### src/rtl/taylor_rr_scheduler.sv
// Round-robin front end that shares one Taylor cosine core among N requesters.
// Handles the core start/ready handshake, tags each result with its requester, and aborts hung operations with a watchdog.
module taylor_rr_scheduler #(
  parameter int N       = 4,
  parameter int W       = 24,
  parameter int TIMEOUT = 64
) (
  input  logic                 clock,
  input  logic                 reset,
  input  logic [N-1:0]         req,
  input  logic [N*W-1:0]       angle_in,
  output logic [N-1:0]         res_valid,
  output logic [W-1:0]         res_data,
  output logic [$clog2(N)-1:0] res_id,
  output logic                 res_err,
  output logic                 busy,
  output logic                 err_sticky,
  output logic                 core_reset,
  output logic                 core_start,
  output logic [W-1:0]         core_angle,
  input  logic                 core_ready,
  input  logic [W-1:0]         core_result
);

  localparam int IW = $clog2(N);
  localparam int CW = $clog2(TIMEOUT) + 1;

  typedef enum logic [1:0] {S_IDLE, S_START, S_WAIT, S_DONE} state_t;

  state_t          state, next_state;
  logic [IW-1:0]   ptr;
  logic [IW-1:0]   cur_id;
  logic [CW-1:0]   wd;
  logic [1:0]      rst_sync;
  logic            grant_found;
  logic [IW-1:0]   grant_id;
  logic            grant;
  logic            capture;
  logic            abort;
  logic            wd_expired;

  // Reset asserts immediately; release (and the post-abort pulse) shifts out through two flops.
  always_ff @(posedge clock or posedge reset) begin
    if (reset) rst_sync <= 2'b11;
    else       rst_sync <= abort ? 2'b11 : {rst_sync[0], 1'b0};
  end

  assign core_reset = rst_sync[1];

  // Walk from the highest offset down so the lowest offset from ptr wins.
  always_comb begin
    // NOTE: every combinational output gets a default first so no path infers a latch.
    int idx;
    idx         = 0;
    grant_found = 1'b0;
    grant_id    = '0;
    for (int i = N - 1; i >= 0; i--) begin
      idx = (int'(ptr) + i) % N;
      if (req[IW'(idx)]) begin
        grant_found = 1'b1;
        grant_id    = IW'(idx);
      end
    end
  end

  assign wd_expired = (wd == CW'(TIMEOUT - 1));

  always_comb begin
    next_state = state;
    grant      = 1'b0;
    capture    = 1'b0;
    abort      = 1'b0;
    case (state)
      S_IDLE: begin
        if (grant_found && !core_reset) begin
          grant      = 1'b1;
          next_state = S_START;
        end
      end
      S_START: begin
        // A stale ready from the previous result means the core has not accepted yet.
        if (wd_expired) begin
          abort      = 1'b1;
          next_state = S_DONE;
        end else if (!core_ready) begin
          next_state = S_WAIT;
        end
      end
      S_WAIT: begin
        if (core_ready) begin
          capture    = 1'b1;
          next_state = S_DONE;
        end else if (wd_expired) begin
          abort      = 1'b1;
          next_state = S_DONE;
        end
      end
      S_DONE:  next_state = S_IDLE;
      default: next_state = S_IDLE;
    endcase
  end

  // NOTE: state registers use non-blocking assignments so every flop samples pre-edge values.
  always_ff @(posedge clock or posedge reset) begin
    if (reset) begin
      state      <= S_IDLE;
      ptr        <= '0;
      cur_id     <= '0;
      wd         <= '0;
      core_angle <= '0;
      res_data   <= '0;
      res_err    <= 1'b0;
      err_sticky <= 1'b0;
    end else begin
      state <= next_state;
      if (grant) begin
        cur_id     <= grant_id;
        core_angle <= angle_in[grant_id*W +: W];
        res_err    <= 1'b0;
        wd         <= '0;
      end else if (state == S_START || state == S_WAIT) begin
        wd <= wd + 1'b1;
      end
      if (capture) res_data <= core_result;
      if (abort) begin
        res_data   <= '0;
        res_err    <= 1'b1;
        err_sticky <= 1'b1;
      end
      if (state == S_DONE) ptr <= (cur_id == IW'(N - 1)) ? '0 : cur_id + 1'b1;
    end
  end

  assign core_start = (state == S_START);
  assign busy       = (state != S_IDLE);
  assign res_id     = cur_id;
  assign res_valid  = (state == S_DONE) ? ({{(N-1){1'b0}}, 1'b1} << cur_id) : '0;

endmodule
### config.mk
export PLATFORM = sky130hd
export DESIGN_NAME = taylor_rr_scheduler
export DESIGN_NICKNAME = d
export VERILOG_FILES = /design/src/rtl/taylor_rr_scheduler.sv
export SDC_FILE = /design/constraint.sdc
export NUM_CORES = 1
export LEC_CHECK = 0
export BUFFER_PORTS_ARGS = -buffer_cell sky130_fd_sc_hd__buf_2
export CORE_MARGIN = 5
export CORE_UTILIZATION = 45
export CTS_CLUSTER_SIZE = 8
export DETAILED_ROUTE_END_ITERATION = 8
export PLACE_DENSITY = 0.78
export SYNTH_ARGS = -nofsm -noshare
export SYNTH_HDL_FRONTEND = slang
export SYNTH_SLANG_ARGS = --single-unit
### constraint.sdc
create_clock -name clock -period 2.4 [get_ports clock]
set_input_delay 0.48 -clock clock [delete_from_list [all_inputs] [get_ports clock]]
set_output_delay 0.48 -clock clock [all_outputs]
set_load 0.01 [all_outputs]
-- After elaboration in Yosys (flattened, before gate mapping)
Cells that the tools add are included.
- input port bits: 127
- register bits: 65
- magnitude comparators: 4
- shifts and indexed selects: 2
- multiplexer cells: 42
- equal/unequal tests: 8
- reductions and logical operators: 9
- $add $sub $neg: 5
- multiply operators: 1
- operators by type and width (kind ; number):
    variable part select 96 x 8 -> 24 bit ; 1
    2-to-1 mux 24 bit ; 2
    2-to-1 mux 2 bit ; 11
    2-to-1 mux 1 bit ; 20
    less-than comparator 2 x 4 -> 1 bit (second input constant) ; 4
    2-to-1 mux 7 bit ; 2
    binary-select mux 1 bit (select 2 bit) ; 4
    one-hot mux 2 bit (4 select lines) ; 1
    nonzero test 2 bit ; 4
    adder 7 x 1 -> 7 bit (second input constant) ; 1
    == test 7 x 6 -> 1 bit (second input constant) ; 1
    == test 2 bit (second input constant) ; 3
    adder 2 x 1 -> 2 bit (second input constant) ; 2
    adder 2 bit (second input constant) ; 2
    multiplier 2 x 2 -> 4 bit (second input constant) ; 1
    2-to-1 mux 4 bit ; 1
    left shift 1 x 2 -> 4 bit (first input constant) ; 1
    != test 3 x 2 -> 1 bit (second input constant) ; 1
    != test 3 bit (second input constant) ; 1
    AND reduction 3 bit ; 1
    == test 2 x 1 -> 1 bit (second input constant) ; 1
    logical NOT 2 bit ; 1
    != test 2 bit (second input constant) ; 1
    one-hot mux 1 bit (2 select lines) ; 1
    3 further kinds ; 3

-- Longest topological paths before layout
- depth after elaboration: 13
- mapped depth: 7

-- Worst setup path after synthesis
OpenSTA, ideal clock, no wires.
- path kind: reg2reg
- start: register state[1]
- end: register res_data[10]
- clock period less this slack: 1.904 ns
- cell stages (with the launch flop): 8
- arrival time: 1.768 ns
- path slack: 0.496 ns
- cells stage by stage: dfrtp_1 -> inv_1 -> ha_1 -> clkbuf_1 -> o21ai_0 -> nor3_2 -> clkbuf_1 -> a21oi_1
- cells in the longest elaborated chain, start to end: 3
- elaborated cells on any way between the ends: 6
- RTL lines (element ; RTL line ; source):
    start: declaration ; 30 ; state_t state, next_state;
    start signal: assignment ; 115 ; state <= next_state;
    == test 2 bit or == test 2 x 1 -> 1 bit (tied branches) ; 73 ; case (state)
    one-hot mux 1 bit (2 select lines) or 2-to-1 mux 1 bit (tied branches) ; 73 ;
    2-to-1 mux 24 bit or nonzero test 2 bit (tied branches) ; - ;
    end signal: assignment ; 124 ; if (capture) res_data <= core_result;
    end: declaration ; 13 ; output logic [W-1:0] res_data,
Parallel ways exist; a longest one is shown, timed or not.
A chain may end at the register's enable or synchronous reset.

-- Worst setup path after layout
- start: register state[0]
- end: register core_angle[0]
- cells in the longest elaborated chain, start to end: 2
- RTL lines (element ; RTL line ; source):
    logical NOT 2 bit ; 73 ;
    2-to-1 mux 1 bit ; 73 ;
    end signal: assignment ; 118 ; core_angle <= angle_in[grant_id*W +: W];
    end: declaration ; 20 ; output logic [W-1:0] core_angle,
Every way passes these cells.

==> flow_metrics.env <==
export IMPL_status="finished clean"
export IMPL_syn_avg_cell_area_sq_um=10.4
export IMPL_routedWlPerCell_um=16.3
export IMPL_maxSlewHeadroom=0.682
export IMPL_drive_gt1_frac=0.450
export IMPL_final_common_cell="buf_2"
export IMPL_finalHoldViolCount=0
export IMPL_yosysSeqAreaShare=0.468
export IMPL_netlist_cell_type_count=41
export IMPL_hpwl_um=7640
export IMPL_cts_resized=0
export IMPL_clk_pin_slew_ns=0.08
export IMPL_setup_viol=0
export IMPL_layout_nets=657
export IMPL_cts_root_buffer="clkbuf_8"
export IMPL_area_growth_pct=37.0
export IMPL_drt_iter0_drc=78
export IMPL_antenna_found_initial=0
export IMPL_fin_worst_skew_ns=0.00943
export IMPL_rows=32
export IMPL_drv_slew=0
export IMPL_hold_class="in2async"
export IMPL_crit_type="reg2reg"
export IMPL_core_sq_um=7650
export IMPL_critPathArrivalTime_ns=2.15
export IMPL_drc=0
export IMPL_tns_ns=0
export IMPL_clockBufferDepth=2
export IMPL_grt_use_total=0.207
export IMPL_min_period_ns=1.92
export IMPL_r2r_end="core_angle[0]"
export IMPL_fin_hold_ws_ns=0.158
export IMPL_layout_common_cells="buf_2, nand2_1, dfrtp_1, mux2i_1, a21oi_1"
export IMPL_static_leakage_power_nw=2.60
export IMPL_rsz0062_at_grt="no"
export IMPL_seq_area_sq_um=1630
export IMPL_fillers=676
export IMPL_syn_instance_count=336
export IMPL_finalCritPeriodShare=0.799
export IMPL_syn_nets=473
export IMPL_cts_buffers=9
export IMPL_num_antenna_cells=0
export IMPL_place_congestion=0.910
export IMPL_hold_buffers=0
export IMPL_final_core_util=0.623
export IMPL_grt_start_max_net_pins=46
export IMPL_wirelength_um=10200
export IMPL_drv_cap=0
export IMPL_vias_per_cell=5.19
export IMPL_postRouteAntennaNets=0
export IMPL_r2r_slack_ns=0.48
export IMPL_overflow=0
export IMPL_postLayoutCellArea_sq_um=4770
export IMPL_cts_setup_buffers=0
export IMPL_first_global_vias=3342
export IMPL_grt_pass1_wl_um=16400
export IMPL_netlist_area_sq_um=3480
export IMPL_end_kind="flip-flop"
export IMPL_synth_seq_cells=65
export IMPL_fmax_ghz=0.521
export IMPL_worstMarginPinSlew_ns=0.474
export IMPL_numPortBuffers=185
export IMPL_ctsHtreeMaxLevel=3
export IMPL_start_kind="flip-flop"
export IMPL_cts_tree="yes"
export IMPL_power_density_nw_per_um2=1190
export IMPL_multi_input_area_sq_um=1710
export IMPL_vdd_ir_drop_max_mv=0.652
export IMPL_placed_area_sq_um=4520
export IMPL_r2r_start="state[0]"
export IMPL_cts_sinks=65
export IMPL_cp_max_fo=24
export IMPL_yosysWarnings=0
export IMPL_start_util=0.455
export IMPL_io_pins=186
export IMPL_rr_worst_depth=7
export IMPL_vias=3256
export IMPL_dieArea_sq_um=9590
export IMPL_dr_pass1_iters=4
export IMPL_insertion_delay_ns=0.33
export IMPL_power_mw=5.67
export IMPL_dieWidth_um=97.9
export IMPL_crit_required_ns=2.64
export IMPL_die_h_um=97.9
-- worst max-delay path by stage --
stage,start,to,slack (ns),depth (start not counted)
2_1_floorplan,reset,core_angle[0],0.30,1
3_3_place_gp,req[0],core_angle[20],0.43,7
3_5_place_dp,req[0],core_angle[15],0.35,7
4_1_cts,state[0],core_angle[0],0.46,7
5_1_grt,state[0],core_angle[1],0.29,7
6_report,state[0],core_angle[0],0.48,7
-- kinds of logic (layout without fill, tap and decap cells) --
family                   after synthesis  count (layout)  synth area share
flip-flops                            65              65             0.468
AO/OA/AOI/OAI                         68              68             0.154
multiplexers                          50              50             0.144
AND/OR/NAND/NOR                      110             110             0.143
buffers and inverters                 29             218            0.0442
XOR/XNOR                               4               4            0.0101
adder cells (fa/ha/maj)               10              10            0.0360
-- state kept, by name, indices dropped and copies added (netlist names) --
register and cells:
core_angle 24, rst_sync 2, res_id 2, ptr 2, res_data 24, res_err 1, err_sticky 1, wd 7
state 2
-- metal layers --
metal	GRT usage	wire length [um]
met3	0.0521	740
met4	0.0639	134
met5	0	0
met2	0.355	5100
met1	0.258	4260
-- area by class of cell --
class                   instances  share of cell area
clock inverters                 7              0.0249
multi-input cells             242               0.359
flip-flops and latches         65               0.342
clock buffers                   9              0.0260
inverters                       9             0.00709
repair buffers                193               0.215
well taps                     102              0.0268
-- cell usage after synthesis, drive strengths merged --
library cell / number / share of area
nor3: 3 / 0.0090
nand2: 81 / 0.090
mux2i: 49 / 0.14
nand4: 2 / 0.0036
xor2: 3 / 0.0076
a2111oi: 1 / 0.0025
nor4: 1 / 0.0036
a21oi: 29 / 0.042
ha: 10 / 0.036
a221oi: 1 / 0.0043
a2bb2o: 1 / 0.0058
nand4b: 1 / 0.0025
or2: 3 / 0.0054
nor2: 9 / 0.011
or3: 2 / 0.0036
a21o: 1 / 0.0022
o21bai: 1 / 0.0022
mux2: 1 / 0.0032
dfrtp: 63 / 0.45
o22ai: 2 / 0.0054
o21ai: 8 / 0.012
inv: 9 / 0.0097
nor2b: 3 / 0.0061
buf: 12 / 0.026
and2: 5 / 0.0090
clkbuf: 8 / 0.0086
xnor2: 1 / 0.0025
o221ai: 24 / 0.078
dfstp: 2 / 0.015
-- critical path: stages, from the launching register on --
cell      delay, ns
dfrtp_1        0.40
inv_1          0.15
ha_1           0.23
inv_1          0.11
nor3_4         0.37
nand2_1        0.09
buf_4          0.25
o221ai_1       0.20
-- where the power goes --
part	switching, mW	internal [mW]
Clock	0.444	0.690
Sequential	0.295	1.57
Combinational	1.48	1.20
Total	2.22	3.45
-- through the flow --
step                instances  worst slack (ns)
detailed placement        611             0.353
global route              627             0.293
finish                    627             0.481
global placement          611             0.425
floorplan                 336             0.297
CTS                       627             0.459
Power figures use the tool's default switching activity.
